==> src/rtl/rib_apb_pkg.sv <==
`default_nettype none
// ============================================================================
// Module      : rib_apb_pkg
// Description : Shared types and constants for the bus-to-APB3 bridge.
//               Holds the bridge state encoding, the read data returned on
//               a timed-out read, and the {psel,penable} phase encodings
//               used by the bridge's protocol assertions.
// Revision    : 1.0 - initial release
// ============================================================================
package rib_apb_pkg;

    typedef enum logic [1:0] {
        IDLE   = 2'd0,
        SETUP  = 2'd1,
        ACCESS = 2'd2,
        DONE   = 2'd3
    } state_t;

    // Read data substituted when a peripheral never raises pready.
    localparam logic [31:0] TIMEOUT_RDATA = 32'hDEAD_BEEF;

    // APB phase encodings, expressed as {psel, penable}.
    localparam logic [1:0] APB_IDLE   = 2'b00;
    localparam logic [1:0] APB_SETUP  = 2'b10;
    localparam logic [1:0] APB_ACCESS = 2'b11;

endpackage : rib_apb_pkg
`default_nettype wire

==> src/rtl/apb_timeout_cnt.sv <==
`default_nettype none
// ============================================================================
// Module      : apb_timeout_cnt
// Description : Wait-state counter for the APB ACCESS phase. Counts cycles
//               in which the peripheral holds pready low and flags the last
//               permitted wait cycle so the bridge can abort the transfer.
// Ports       : clk     - system clock
//               rst     - asynchronous active-high reset
//               clr     - synchronous clear (has priority over en)
//               en      - count enable
//               expired - high while count == TIMEOUT-1
// Revision    : 1.0 - initial release
// ============================================================================
module apb_timeout_cnt #(
    parameter int unsigned TIMEOUT = 255
) (
    input  logic clk,
    input  logic rst,
    input  logic clr,
    input  logic en,
    output logic expired
);

    localparam int unsigned      CNT_W  = $clog2(TIMEOUT + 1);
    localparam logic [CNT_W-1:0] c_LAST = CNT_W'(TIMEOUT - 1);
    localparam logic [CNT_W-1:0] c_ONE  = CNT_W'(1);

    logic [CNT_W-1:0] r_cnt;

    // The abort fires at TIMEOUT-1 and clears the count, so it never wraps.
    always_ff @(posedge clk or posedge rst) begin
        if (rst) begin
            r_cnt <= '0;
        end else if (clr) begin
            r_cnt <= '0;
        end else if (en) begin
            r_cnt <= r_cnt + c_ONE;
        end
    end

    assign expired = (r_cnt == c_LAST);

endmodule : apb_timeout_cnt
`default_nettype wire

==> src/rtl/rib_apb_bridge.sv <==
`default_nettype none
// ============================================================================
// Module      : rib_apb_bridge
// Description : Converts one system-bus slave-port access into one APB3
//               transfer. Stalls the bus through hold_o until the transfer
//               completes, then reports completion with a one-cycle ack_o
//               (err_o flags pslverr or a pready timeout).
// Ports       : clk, rst            - clock, async active-high reset
//               req_i/addr_i/data_i/we_i - bus access request side
//               data_o/ack_o/err_o  - bus completion side
//               hold_o              - stall request to the arbiter
//               psel_o/penable_o/pwrite_o/paddr_o/pwdata_o - APB master out
//               prdata_i/pready_i/pslverr_i                - APB master in
// Revision    : 1.0 - initial release
// ============================================================================
module rib_apb_bridge
    import rib_apb_pkg::*;
#(
    parameter int unsigned ADDR_W  = 32,
    parameter int unsigned DATA_W  = 32,
    parameter int unsigned TIMEOUT = 255
) (
    input  logic              clk,
    input  logic              rst,
    input  logic              req_i,
    input  logic [ADDR_W-1:0] addr_i,
    input  logic [DATA_W-1:0] data_i,
    input  logic              we_i,
    output logic [DATA_W-1:0] data_o,
    output logic              ack_o,
    output logic              err_o,
    output logic              hold_o,
    output logic              psel_o,
    output logic              penable_o,
    output logic              pwrite_o,
    output logic [ADDR_W-1:0] paddr_o,
    output logic [DATA_W-1:0] pwdata_o,
    input  logic [DATA_W-1:0] prdata_i,
    input  logic              pready_i,
    input  logic              pslverr_i
);

    state_t            r_state;
    logic              r_psel;
    logic              r_penable;
    logic              r_pwrite;
    logic [ADDR_W-1:0] r_paddr;
    logic [DATA_W-1:0] r_pwdata;
    logic [DATA_W-1:0] r_rdata;
    logic              r_ack;
    logic              r_err;

    logic              w_in_access;
    logic              w_cnt_clr;
    logic              w_cnt_en;
    logic              w_expired;

    // Counter runs only across wait states; any exit from ACCESS clears it.
    assign w_in_access = (r_state == ACCESS);
    assign w_cnt_en    = w_in_access & ~pready_i;
    assign w_cnt_clr   = ~w_in_access | pready_i | w_expired;

    apb_timeout_cnt #(
        .TIMEOUT (TIMEOUT)
    ) u_timeout_cnt (
        .clk     (clk),
        .rst     (rst),
        .clr     (w_cnt_clr),
        .en      (w_cnt_en),
        .expired (w_expired)
    );

    always_ff @(posedge clk or posedge rst) begin
        if (rst) begin
            r_state   <= IDLE;
            r_psel    <= 1'b0;
            r_penable <= 1'b0;
            r_pwrite  <= 1'b0;
            r_paddr   <= '0;
            r_pwdata  <= '0;
            r_rdata   <= '0;
            r_ack     <= 1'b0;
            r_err     <= 1'b0;
        end else begin
            // ack/err are single-cycle pulses asserted only in DONE.
            r_ack <= 1'b0;
            r_err <= 1'b0;
            case (r_state)
                IDLE: begin
                    if (req_i) begin
                        r_paddr  <= addr_i;
                        r_pwdata <= data_i;
                        r_pwrite <= we_i;
                        r_psel   <= 1'b1;
                        r_state  <= SETUP;
                    end
                end
                SETUP: begin
                    r_penable <= 1'b1;
                    r_state   <= ACCESS;
                end
                ACCESS: begin
                    // pready wins over the timeout on the last permitted cycle.
                    if (pready_i) begin
                        r_err <= pslverr_i;
                        if (!r_pwrite) begin
                            r_rdata <= prdata_i;
                        end
                        r_psel    <= 1'b0;
                        r_penable <= 1'b0;
                        r_ack     <= 1'b1;
                        r_state   <= DONE;
                    end else if (w_expired) begin
                        r_err <= 1'b1;
                        if (!r_pwrite) begin
                            r_rdata <= DATA_W'(TIMEOUT_RDATA);
                        end
                        r_psel    <= 1'b0;
                        r_penable <= 1'b0;
                        r_ack     <= 1'b1;
                        r_state   <= DONE;
                    end
                end
                DONE: begin
                    r_state <= IDLE;
                end
                default: begin
                    r_state <= IDLE;
                end
            endcase
        end
    end

    // Combinational in IDLE so the requesting master stalls in the same cycle.
    assign hold_o = ((r_state == IDLE) & req_i) |
                    (r_state == SETUP) |
                    (r_state == ACCESS);

    assign psel_o    = r_psel;
    assign penable_o = r_penable;
    assign pwrite_o  = r_pwrite;
    assign paddr_o   = r_paddr;
    assign pwdata_o  = r_pwdata;
    assign data_o    = r_rdata;
    assign ack_o     = r_ack;
    assign err_o     = r_err;

    a_apb_phase : assert property (@(posedge clk) disable iff (rst)
        (({r_psel, r_penable} == APB_IDLE) ||
         ({r_psel, r_penable} == APB_SETUP) ||
         ({r_psel, r_penable} == APB_ACCESS)));

    a_ack_drops_psel : assert property (@(posedge clk) disable iff (rst)
        (r_ack |-> !r_psel));

endmodule : rib_apb_bridge
`default_nettype wire

==> config.mk <==
export PLATFORM = sky130hd
export DESIGN_NAME = rib_apb_bridge
export DESIGN_NICKNAME = d
export VERILOG_FILES = /design/src/rtl/rib_apb_pkg.sv /design/src/rtl/apb_timeout_cnt.sv /design/src/rtl/rib_apb_bridge.sv
export SDC_FILE = /design/constraint.sdc
export NUM_CORES = 1
export LEC_CHECK = 0
export ABC_AREA = 1
export CORE_MARGIN = 1
export CORE_UTILIZATION = 42
export CTS_CLUSTER_DIAMETER = 100
export CTS_CLUSTER_SIZE = 28
export DETAILED_ROUTE_END_ITERATION = 8
export PLACE_DENSITY = 0.8
export SYNTH_ARGS = -nofsm -noshare
export SYNTH_HDL_FRONTEND = slang
export SYNTH_SLANG_ARGS = --single-unit
==> constraint.sdc <==
create_clock -name clk -period 5.8 [get_ports clk]
set_clock_uncertainty 0.05 [all_clocks]
set_input_delay 1.74 -clock clk [delete_from_list [all_inputs] [get_ports clk]]
set_output_delay 1.74 -clock clk [all_outputs]
set_load 0.05 [all_outputs]
==> results of run 1 <==
worst min-delay path by stage:
stage	to	slack (ns)	cells after the start
finish	data_o[1]	0.43	2
detailed placement	data_o[1]	0.41	2
global route	pwdata_o[3]	0.45	2
CTS	data_o[1]	0.44	2
floorplan	u_timeout_cnt.r_cnt[0]	0.40	1
global placement	data_o[6]	0.40	2
sequential cells by signal, summed over array words and instances, names as in the netlist:
name                 flops
r_state                  2
paddr_o                 32
penable_o                1
pwdata_o                32
pwrite_o                 1
u_timeout_cnt.r_cnt      8
psel_o                   1
data_o                  32
ack_o                    1
err_o                    1
per-stage QoR:
| stage | hold WS, ns | util | worst slack (ns) | instances |
|---|---|---|---|---|
| after floorplan | 0.400 | - | 1.08 | 533 |
| after global placement | 0.404 | 0.621 | 0.773 | 849 |
| after detailed placement | 0.412 | 0.621 | 0.817 | 849 |
| after CTS | 0.437 | 0.639 | 0.816 | 865 |
| after global routing | 0.451 | 0.639 | 0.783 | 865 |
| final | 0.428 | 0.639 | 0.828 | 865 |
cell usage after synthesis, types with 4 or more instances:
cell and n:
nand2_1 278, dfrtp_1 111, nand4_1 33, inv_1 16, or2_2 16, nor2_1 12, clkbuf_1 11, buf_2 8
or2_1 8, ha_1 6, nor3_1 5, buf_1 4, buf_4 4, nand3_1 4
critical path: cells and delay by family:
kind / cells / cell delay [ns]
AND/OR/NAND/NOR: 2 / 0.14
buffers and inverters: 2 / 1.30
area by class of cell:
cell class | count | share of cell area
clock buffer | 9 | 0.0179
clock inverter | 7 | 0.0103
inverter | 18 | 0.0101
sequential | 111 | 0.401
tap | 140 | 0.0253
timing repair buffer | 206 | 0.297
multi-input combinational | 374 | 0.239
power by group through the flow:
stage	Clock, mW	Sequential (mW)	Combinational (mW)
floorplan	0	2.44	0.583
global placement	0	1.29	2.59
detailed placement	0	1.31	2.63
CTS	0.474	1.30	2.63
global route	0.499	1.34	2.77
finish	0.458	1.30	2.62
layer usage:
metal	GRT usage	share of wire	wire [um]
met1	0.272	0.42	5110
met4	0.0939	0.030	366
met3	0.0460	0.078	957
met2	0.363	0.47	5760
met5	0	0	0
kinds of logic after synthesis:
family | count (synthesis) | share of synthesized area
DFF | 111 | 0.596
adders and majority gates | 6 | 0.0161
AOI/OAI and AO/OA | 6 | 0.00672
buffers and inverters | 48 | 0.0489
and+or+nand+nor | 362 | 0.332
==> qor.csv, run 1 <==
metric;value;unit
drt_wl_total;12.2;mm
io-pin-count;204;
start_kind;input pin;
setup_tns;0;ns
worstReg2RegEnd;psel_o;
initial_core_util;0.430;
postCtsSetupRepairBufs;0;
power_frac_comb;0.599;
power.switching;2.25;mW
wl_per_cell;14.1;um
finalCritPeriodShare;0.857;
grt_overflow;0;
critPathMaxFanout;2;
clock_latency;0.36;ns
rsz0062_at_grt;false;
place_congestion;0.775;
status;completed;
path_cells;clkdlybuf4s50_1, nand2_2, nand2_1, clkdlybuf4s50_1;
p_seq_frac;0.297;
hold_class;register to register;
place_hpwl;8.38;mm
core-area;10800;um2
numCtsBuffers;9;
finalPower;4.37;mW
endpoint;hold_o;
grt_pass1_vias;4205;
r2r-start;r_state[0];
dieArea;11500;um2
synthCells;533;
power.leakage;3.36;nW
grt_pass1_wl;19.7;mm
pwr-share-clk;0.105;
cts_root_buffer;clkbuf_8;
slowest_delay;0.79;ns
fin_crit;4.97;ns
layout.nets;828;
cts-hold-fix-buffers;0;
cts.sinks;111;
crit_path_frequent_cell;clkdlybuf4s50_1;
final_area;6930;um2
tightest_slew;1.06;ns
die_h;107;um
antenna_found_initial;0;
drt_first_iter_violations;338;
clkSlewWorstSetupHoldPaths;0.10;ns
layout_common_cells;nand2_1 (277), clkdlybuf4s50_1 (203), dfrtp_1 (111), nand4_1 (33), or2_2 (16);
setup_viol;0;
clockBufferDepth;2;
cts_tree;built;
reg2regPathDepth;9;
row_count;38;
synthFlopType;dfrtp_1;
h-tree-depth;3;
slew_headroom;0.295;
syn_area;4660;um2
die_x;107;um
final_hold_viol_count;0;
synth_top_area_cell;dfrtp_1;
r2r_setup_slack;3.39;ns
synth.area.top_cells;dfrtp_1 (60%), nand2_1 (22%), nand4_1 (4.4%);
regArea;2780;um2
portBuffers;203;
drt-vias-per-instance;4.87;
min-delay-start;data_o[1];
slew_violations;0;
fmax;201;MHz
grt_util_all_layers;0.217;
postPlaceCellArea;6730;um2
syn2layout_area_growth;48.7;%
slowest_stage;clkdlybuf4s50_1;
cp_data_required_time;4.01;ns
cp-startpoint;req_i;
vdd_drop_max;349;uV
fillers;901;
setup.worst_path.end_class;output pin;
multi_input_area;1660;um2
grt_max_degree;80;
max-cap-violations;0;
ys_seq_area_frac;0.596;
synthesis.nets;641;
layout-drive-gt1-share;0.0593;
drtAntennaViolNets;0;
post_cts_resized;0;
synth_cell_types;25;
synth_edf_count;0;
criticalPathCategory;input pin to output pin;
async_flop_share;1.00;
synth_top_area_frac;0.596;
synth_warnings;0;
final_common_cell;nand2_1;
sw_frac_of_total;0.514;
via_count;4215;
ys_seq_elements;111;
pwr_density_cell;631;nW/um2
intPower;2.13;mW
firstDrtPassIters;4;
diodes;0;
drc_errors;0;
synth_area_per_cell;8.74;um2
critical_path_arrival;3.18;ns
No activity file was read; power rests on OpenSTA's default activity.
==> run 2, diff against run 1 <==
--- a/config.mk
+++ b/config.mk
@@ -12,6 +12,7 @@
 export CTS_CLUSTER_SIZE = 28
 export DETAILED_ROUTE_END_ITERATION = 8
 export PLACE_DENSITY = 0.8
+export SETUP_SLACK_MARGIN = 0.1
 export SYNTH_ARGS = -nofsm -noshare
 export SYNTH_HDL_FRONTEND = slang
 export SYNTH_SLANG_ARGS = --single-unit
==> results of run 2 <==
No change in the layout: final DEF, timing and power equal those of run 1.
